<file path="config.mk">
export PLATFORM = sky130hd
export DESIGN_NAME = cache_fill_fsm_flat
export DESIGN_NICKNAME = d
export VERILOG_FILES = /design/src/rtl/cpu_mem_pkg.sv /design/src/rtl/cache_fill_fsm_if.sv /design/src/rtl/cache_fill_fsm_fill_counter.sv /design/src/rtl/cache_fill_fsm.sv /design/src/flat_wrapper.sv
export SDC_FILE = /design/constraint.sdc
export NUM_CORES = 1
export LEC_CHECK = 0
export BUFFER_PORTS_ARGS = -buffer_cell sky130_fd_sc_hd__buf_4
export CORE_MARGIN = 1.5
export CORE_UTILIZATION = 41
export DETAILED_ROUTE_END_ITERATION = 7
export GPL_ROUTABILITY_DRIVEN = 0
export GPL_TIMING_DRIVEN = 0
export HOLD_SLACK_MARGIN = 0.15
export PLACE_DENSITY = 0.7
export SKIP_LAST_GASP = 1
export SLEW_MARGIN = 20
export SYNTH_ARGS = -nofsm -noshare
export SYNTH_HDL_FRONTEND = slang
export SYNTH_HIERARCHICAL = 1
export SYNTH_SLANG_ARGS = --single-unit
</file>
<file path="constraint.sdc">
create_clock -name clk -period 2.15 [get_ports clk]
set_input_delay 0.43 -clock clk [delete_from_list [all_inputs] [get_ports clk]]
set_output_delay 0.43 -clock clk [all_outputs]
set_load 0.02 [all_outputs]
</file>
<file path="src/rtl/cpu_mem_pkg.sv">
// Shared definitions for the cache miss-handling path: fill FSM states,
// word geometry and index/counter width helpers.
package cpu_mem_pkg;

    typedef enum logic [1:0] {
        IDLE,
        ISSUE,
        WAIT,
        DONE
    } fill_state_t;

    localparam int unsigned WORD_BYTES = 2;

    function automatic int unsigned idx_bits(input int unsigned n);
        return (n > 1) ? $clog2(n) : 1;
    endfunction

    // One extra bit so a counter can hold the full block size itself.
    function automatic int unsigned cnt_bits(input int unsigned n);
        return idx_bits(n) + 1;
    endfunction

endpackage

</file>
<file path="src/rtl/cache_fill_fsm_if.sv">
// Miss, memory-read and cache-write signals of one fill engine.
// crit_word_valid exists only when CACHE_FILL_CRITICAL_WORD_FIRST_EN is defined.
interface cache_fill_fsm_if #(
    parameter int unsigned ADDR_WIDTH      = 16,
    parameter int unsigned DATA_WIDTH      = 16,
    parameter int unsigned WORDS_PER_BLOCK = 8
);
    localparam int unsigned IDX_W = cpu_mem_pkg::idx_bits(WORDS_PER_BLOCK);

    logic                  miss_detected;
    logic [ADDR_WIDTH-1:0] miss_address;
    logic                  mem_data_valid;
    logic [DATA_WIDTH-1:0] mem_data_in;
    logic                  mem_en;
    logic [ADDR_WIDTH-1:0] mem_addr;
    logic                  fsm_busy;
    logic                  write_data_array;
    logic [IDX_W-1:0]      fill_word_idx;
    logic [DATA_WIDTH-1:0] fill_data;
    logic                  write_tag_array;
    logic [ADDR_WIDTH-1:0] fill_tag_addr;
`ifdef CACHE_FILL_CRITICAL_WORD_FIRST_EN
    logic                  crit_word_valid;
`endif

    modport master (
        input  miss_detected, miss_address, mem_data_valid, mem_data_in,
        output mem_en, mem_addr, fsm_busy, write_data_array, fill_word_idx,
               fill_data, write_tag_array, fill_tag_addr
`ifdef CACHE_FILL_CRITICAL_WORD_FIRST_EN
        , output crit_word_valid
`endif
    );

    modport slave (
        output miss_detected, miss_address, mem_data_valid, mem_data_in,
        input  mem_en, mem_addr, fsm_busy, write_data_array, fill_word_idx,
               fill_data, write_tag_array, fill_tag_addr
`ifdef CACHE_FILL_CRITICAL_WORD_FIRST_EN
        , input crit_word_valid
`endif
    );

endinterface

</file>
<file path="src/rtl/cache_fill_fsm_fill_counter.sv">
// Clearable up-counter; tc_o flags the increment that reaches limit_i.
module fill_counter #(
    parameter int unsigned WIDTH = 4
) (
    input  logic             clk,
    input  logic             rst_n,
    input  logic             clr_i,
    input  logic             inc_i,
    input  logic [WIDTH-1:0] limit_i,
    output logic [WIDTH-1:0] count_o,
    output logic             tc_o
);
    logic [WIDTH-1:0] count_q, count_d;

    always_comb begin
        count_d = count_q;
        if (clr_i) begin
            count_d = '0;
        end else if (inc_i) begin
            count_d = count_q + WIDTH'(1);
        end
    end

    always_ff @(posedge clk) begin
        if (!rst_n) begin
            count_q <= '0;
        end else begin
            count_q <= count_d;
        end
    end

    assign count_o = count_q;
    assign tc_o    = inc_i && ((count_q + WIDTH'(1)) == limit_i);

endmodule

</file>
<file path="src/rtl/cache_fill_fsm.sv">
// Cache block-fill engine: issues one pipelined read per word, writes returned
// words into the data array, then the tag. Option: CACHE_FILL_CRITICAL_WORD_FIRST_EN.
module cache_fill_fsm
    import cpu_mem_pkg::*;
#(
    parameter int unsigned ADDR_WIDTH      = 16,
    parameter int unsigned DATA_WIDTH      = 16,
    parameter int unsigned WORDS_PER_BLOCK = 8,
    parameter int unsigned MEM_LATENCY     = 4
) (
    input  logic                 clk,
    input  logic                 rst_n,
    cache_fill_fsm_if.master     bus
);
    localparam int unsigned IW       = idx_bits(WORDS_PER_BLOCK);
    localparam int unsigned CW       = cnt_bits(WORDS_PER_BLOCK);
    localparam int unsigned OFF_BITS = CW;
    localparam logic [ADDR_WIDTH-1:0] OFF_MASK    = ADDR_WIDTH'((1 << OFF_BITS) - 1);
    localparam logic [CW-1:0]         BLOCK_WORDS = CW'(WORDS_PER_BLOCK);

    if (MEM_LATENCY < 1 || MEM_LATENCY > 15) begin : g_bad_latency
        $error("MEM_LATENCY must be 1..15");
    end
    if (WORDS_PER_BLOCK < 2 || WORDS_PER_BLOCK > 64 ||
        (WORDS_PER_BLOCK & (WORDS_PER_BLOCK - 1)) != 0) begin : g_bad_block
        $error("WORDS_PER_BLOCK must be a power of two in 2..64");
    end

    fill_state_t           state_q;
    logic                  busy_q, mem_en_q, we_q, tag_q;
    logic [ADDR_WIDTH-1:0] mem_addr_q, tag_addr_q, miss_base;
    logic [IW-1:0]         idx_q, start_q, miss_start;
    logic [DATA_WIDTH-1:0] data_q;
    logic                  accept, issuing, receiving, issue_last, recv_last;
    logic [CW-1:0]         issue_cnt, recv_cnt;

    function automatic logic [ADDR_WIDTH-1:0] word_addr(input logic [ADDR_WIDTH-1:0] base,
                                                        input logic [IW-1:0]         off);
        return base + ADDR_WIDTH'(off) * ADDR_WIDTH'(WORD_BYTES);
    endfunction

    // Block offset in issue/write order: start word plus count, wrapping in the block.
    function automatic logic [IW-1:0] rot(input logic [IW-1:0] start, input logic [CW-1:0] n);
        return IW'(CW'(start) + n);
    endfunction

    assign miss_base = bus.miss_address & ~OFF_MASK;
`ifdef CACHE_FILL_CRITICAL_WORD_FIRST_EN
    assign miss_start = bus.miss_address[OFF_BITS-1:1];
    logic crit_q;
    assign bus.crit_word_valid = crit_q;
`else
    assign miss_start = '0;
`endif

    assign accept    = (state_q == IDLE) && bus.miss_detected;
    assign issuing   = (state_q == ISSUE);
    assign receiving = ((state_q == ISSUE) || (state_q == WAIT)) && bus.mem_data_valid;

    fill_counter #(.WIDTH(CW)) u_issue_cnt (
        .clk(clk), .rst_n(rst_n), .clr_i(accept), .inc_i(issuing),
        .limit_i(BLOCK_WORDS), .count_o(issue_cnt), .tc_o(issue_last)
    );

    fill_counter #(.WIDTH(CW)) u_recv_cnt (
        .clk(clk), .rst_n(rst_n), .clr_i(accept), .inc_i(receiving),
        .limit_i(BLOCK_WORDS), .count_o(recv_cnt), .tc_o(recv_last)
    );

    always_ff @(posedge clk) begin
        if (!rst_n) begin
            state_q    <= IDLE;
            busy_q     <= 1'b0;
            mem_en_q   <= 1'b0;
            mem_addr_q <= '0;
            we_q       <= 1'b0;
            idx_q      <= '0;
            data_q     <= '0;
            tag_q      <= 1'b0;
            tag_addr_q <= '0;
            start_q    <= '0;
`ifdef CACHE_FILL_CRITICAL_WORD_FIRST_EN
            crit_q     <= 1'b0;
`endif
        end else begin
            we_q  <= 1'b0;
            tag_q <= 1'b0;
`ifdef CACHE_FILL_CRITICAL_WORD_FIRST_EN
            crit_q <= 1'b0;
`endif
            case (state_q)
                IDLE: begin
                    if (bus.miss_detected) begin
                        state_q    <= ISSUE;
                        busy_q     <= 1'b1;
                        mem_en_q   <= 1'b1;
                        mem_addr_q <= word_addr(miss_base, miss_start);
                        tag_addr_q <= miss_base;
                        start_q    <= miss_start;
                    end
                end
                ISSUE: begin
                    if (issue_last) begin
                        state_q    <= WAIT;
                        mem_en_q   <= 1'b0;
                        mem_addr_q <= '0;
                    end else begin
                        mem_addr_q <= word_addr(tag_addr_q, rot(start_q, issue_cnt + CW'(1)));
                    end
                end
                WAIT: ;
                DONE: begin
                    state_q <= IDLE;
                    busy_q  <= 1'b0;
                end
                default: state_q <= IDLE;
            endcase

            // Responses may overlap issue; the last one lands its write together with the tag.
            if (receiving) begin
                we_q   <= 1'b1;
                data_q <= bus.mem_data_in;
                idx_q  <= rot(start_q, recv_cnt);
`ifdef CACHE_FILL_CRITICAL_WORD_FIRST_EN
                crit_q <= (recv_cnt == '0);
`endif
                if (recv_last) begin
                    state_q <= DONE;
                    tag_q   <= 1'b1;
                end
            end
        end
    end

    assign bus.mem_en           = mem_en_q;
    assign bus.mem_addr         = mem_addr_q;
    assign bus.fsm_busy         = busy_q;
    assign bus.write_data_array = we_q;
    assign bus.fill_word_idx    = idx_q;
    assign bus.fill_data        = data_q;
    assign bus.write_tag_array  = tag_q;
    assign bus.fill_tag_addr    = tag_addr_q;

endmodule

</file>
<file path="src/flat_wrapper.sv">
// flat-port wrapper written by rule: the top's interface ports become plain ports
module cache_fill_fsm_flat import cpu_mem_pkg::*;
#(
    parameter int unsigned ADDR_WIDTH      = 16,
    parameter int unsigned DATA_WIDTH      = 16,
    parameter int unsigned WORDS_PER_BLOCK = 8,
    parameter int unsigned MEM_LATENCY     = 4
)
  (clk, rst_n, bus_miss_detected, bus_miss_address, bus_mem_data_valid, bus_mem_data_in, bus_mem_en, bus_mem_addr, bus_fsm_busy, bus_write_data_array, bus_fill_word_idx, bus_fill_data, bus_write_tag_array, bus_fill_tag_addr);
  cache_fill_fsm_if #(.ADDR_WIDTH(ADDR_WIDTH), .DATA_WIDTH(DATA_WIDTH), .WORDS_PER_BLOCK(WORDS_PER_BLOCK)) bus_i ();
  input  logic clk;
  input  logic rst_n;
  input wire logic [$bits(bus_i.miss_detected)-1:0] bus_miss_detected;
  input wire logic [$bits(bus_i.miss_address)-1:0] bus_miss_address;
  input wire logic [$bits(bus_i.mem_data_valid)-1:0] bus_mem_data_valid;
  input wire logic [$bits(bus_i.mem_data_in)-1:0] bus_mem_data_in;
  output wire logic [$bits(bus_i.mem_en)-1:0] bus_mem_en;
  output wire logic [$bits(bus_i.mem_addr)-1:0] bus_mem_addr;
  output wire logic [$bits(bus_i.fsm_busy)-1:0] bus_fsm_busy;
  output wire logic [$bits(bus_i.write_data_array)-1:0] bus_write_data_array;
  output wire logic [$bits(bus_i.fill_word_idx)-1:0] bus_fill_word_idx;
  output wire logic [$bits(bus_i.fill_data)-1:0] bus_fill_data;
  output wire logic [$bits(bus_i.write_tag_array)-1:0] bus_write_tag_array;
  output wire logic [$bits(bus_i.fill_tag_addr)-1:0] bus_fill_tag_addr;
  assign bus_i.miss_detected = bus_miss_detected;
  assign bus_i.miss_address = bus_miss_address;
  assign bus_i.mem_data_valid = bus_mem_data_valid;
  assign bus_i.mem_data_in = bus_mem_data_in;
  assign bus_mem_en = bus_i.mem_en;
  assign bus_mem_addr = bus_i.mem_addr;
  assign bus_fsm_busy = bus_i.fsm_busy;
  assign bus_write_data_array = bus_i.write_data_array;
  assign bus_fill_word_idx = bus_i.fill_word_idx;
  assign bus_fill_data = bus_i.fill_data;
  assign bus_write_tag_array = bus_i.write_tag_array;
  assign bus_fill_tag_addr = bus_i.fill_tag_addr;
  cache_fill_fsm #(.ADDR_WIDTH(ADDR_WIDTH), .DATA_WIDTH(DATA_WIDTH), .WORDS_PER_BLOCK(WORDS_PER_BLOCK), .MEM_LATENCY(MEM_LATENCY)) u_core (.clk(clk), .rst_n(rst_n), .bus(bus_i));
endmodule
</file>
==> impl_metrics.ini <==
[routing]
drt-initial-drc-count = 91
drtAntennaViolNets = 0
first_pass_iters = 4
routedWlPerCell_um = 13.18
vias = 2435
routed_via_density = 4.909
routed_wirelength_um = 6537
drc = 0

[synth]
post-synth-top-area-cell = dfxtp_1
ys_seq_elements = 60
yosysWarningCount = 6
synth_cell_type_count = 33
syn_area_per_cell_um2 = 8.734
netlist_area_mm2 = 0.002673
synth_top_area_share_pct = 44.94
seq_area_frac_synth_pct = 44.94
synthCells = 306
yosys-top-cells-area = dfxtp_1 45%, nand2_1 9.4%, a21boi_0 6.7%, ha_1 3.3%, nand2b_1 3.3%

[clock_network]
clkLatencyLatePin_ps = 330
tritoncts = yes
clock-sinks = 60
holdBufCountCts = 0
ctsRootBufferMaster = clkbuf_8
h-tree-depth = 3
clockBufferDepth = 2
numCtsBuffers = 9
clk_pin_slew_ps = 70

[pwr]
clockPowerShare_pct = 36.6
ir_drop_uv = 597.8
p_total_mw = 2.776
sw_frac_of_total_pct = 28.58
leakage_nw = 1.586
intPower_mw = 1.983
p_sw_mw = 0.7935
p_per_area_mw_per_mm2 = 751.7
power_frac_seq_pct = 44.1
combPwrFrac_pct = 19.2

[cells_and_area]
n_fill_cell = 593
final_cell_area_mm2 = 0.003694
area_growth_syn_to_layout_pct = 38.20
fin_nets = 457
antenna_cells = 0
drive_gt1_share_pct = 30.07

[floorplanning]
initial_core_util_pct = 42.33
die_w_um = 83.74
die_h_um = 83.74
pin_count = 91
rows = 29
core_area_mm2 = 0.006314
die_area_mm2 = 0.007012

[grt]
grt_pass1_wl_um = 10760
grt_remaining_overflow = 0
antenna_found_initial = 0
grt_usage_pct = 18.96
grt_max_degree = 16
grt_pass1_vias = 2345

[placed_design]
portBuffers = 81
place_ws_ps = -272.4
placed_area_mm2 = 0.003418
dpl.hpwl_um = 4735

[setup_path]
cp-end-kind = flop
cp_max_fo = 7
cp.required_ps = 2370
r2r_cells = 8
arrival_ps = 2260
path_class = reg -> reg
startpoint_type = flop

[timing]
fin_ws_ps = 105.1
maxSlewViolCount = 0
max_freq_mhz = 489.0
skew_ps = 11.02
hold_viol = 0
period_share_pct = 95.11
setup_viol = 0
fin_crit_ps = 2045

[job]
drv_cap = 0

[run_status]
status = completed

[min_path]
min_path_type = in -> reg
whs_path_depth = 3
[metrics by stage]
stage	setup TNS (ps)	cells	utilization (%)	hold WS [ps]
detailed placement	-4139	475	54.14	459.8
finish	0	496	58.50	348.9
floorplan	0	317	-	482.4
global route	-15.31	496	58.50	334.5
global placement	-3666	475	54.14	451.2
CTS	0	490	57.61	332.7
[layer usage]
metal | GRT usage, % | up-vias | wire length, um
li1 | - | 1228 | -
met1 | 23.47 | 1122 | 2885
met2 | 30.21 | 72 | 3130
met3 | 5.143 | 13 | 398
met4 | 9.836 | 0 | 123
met5 | 0 | - | 0
[placed cells by master, fill, tap and decap left out, types with 3 or more instances in the layout]
cell,Yosys,layout
nor2_1,11,11
a21oi_1,3,3
mux2i_1,3,3
a32oi_1,3,3
conb_1,2,13
dfxtp_1,60,58
a21boi_1,9,9
clkbuf_8,0,10
ha_1,7,7
a21boi_0,24,24
nand2b_1,14,14
nand2_1,67,67
o21ai_0,4,4
inv_1,7,6
nor2b_1,4,3
o21ai_1,10,10
xnor2_1,10,9
xor2_1,7,7
buf_4,7,94
buf_2,6,6
nand3b_1,11,11
clkbuf_1,9,7
clkinvlp_4,0,3
a31oi_1,11,11
[critical path, cell delays in order (launching register included)]
cell and delay [ps]:
dfxtp_2 360, ha_1 330, xnor2_1 170, o211ai_1 150, a2111oi_4 300, buf_4 200, nor2b_2 70, a221oi_1 260
nor2_1 90
[sequential cells by signal, summed over array words and instances, names as in the netlist, 2 cells and up]
name and count:
u_core/bus.mem_addr 15, u_core/u_issue_cnt/count_o 4, u_core/state_q 2, u_core/bus.fill_data 16, u_core/u_recv_cnt/count_o 4, u_core/bus.fill_tag_addr 12
u_core/bus.fill_word_idx 3
[power groups by stage]
stage	Sequential (mW)	Combinational, mW	Clock, mW
floorplan	1.32	0.240	0
global placement	1.25	0.514	0
detailed placement	1.25	0.522	0
CTS	1.23	0.526	1.05
global route	1.23	0.580	1.09
finish	1.23	0.534	1.02
[kinds of logic (layout without fill, tap and decap cells)]
kind of cell	Yosys count	count (layout)	synth area share [%]
adders and majority gates	7	7	3.277
DFF	60	60	44.94
and+or+nand+nor	113	113	19.62
muxes	4	4	1.685
buffers and inverters	30	132	5.478
xor gates and xnor gates	17	17	5.571
AOI/OAI and AO/OA	73	73	19.15
other	2	13	0.2810
[layout make-up]
type	count	area, um2	share of cell area, %
buffer	21	116.4	3.150
clock buffer	10	137.6	3.726
clock inverter	6	63.81	1.728
inverter	8	33.78	0.9146
multi-input combinational	227	1389	37.60
sequential	60	1204	32.59
tap	77	96.34	2.608
timing repair buffer	87	653.1	17.68
[synthesized netlist by cell type]
cell	instances
inv_1	7
a21boi_1	9
conb_1	2
buf_2	6
nor3b_1	1
a21boi_0	24
and3_1	1
a2111oi_2	2
o21a_1	2
ha_1	7
dfxtp_1	60
nand3b_1	11
a221oi_1	1
inv_2	1
mux2_4	1
o211ai_1	2
mux2i_1	3
o21ai_0	4
nand2_1	67
xnor2_1	10
buf_4	7
a31oi_1	11
xor2_1	7
nand4_1	2
nand2b_1	14
a21oi_1	3
nor2b_1	4
nor2_1	11
o31ai_1	2
nand3_1	2
o21ai_1	10
clkbuf_1	9
a32oi_1	3
[path summary, 6_finish.rpt]
| path | startpoint | endpoint | slack [ps] |
|---|---|---|---|
| worst min register to register | u_core/bus.fill_word_idx[2] | u_core/bus.fill_word_idx[2] | 470 |
| worst max register to register | u_core/u_issue_cnt/count_o[0] | u_core/bus.mem_addr[14] | 110 |
| worst min-delay path | bus_miss_address[7] | u_core/bus.fill_tag_addr[7] | 350 |
| worst max-delay path | u_core/u_issue_cnt/count_o[0] | u_core/bus.mem_addr[14] | 110 |
[what timing repair did]
action	4_1_cts	5_1_grt
gates cloned	0	0
hold endpoints to repair	0	0
resized for setup	3	6
setup endpoints to repair	18	27
buffers inserted	0	6
pin swaps	1	1
Note: power is estimated with default switching activity, not from simulation.
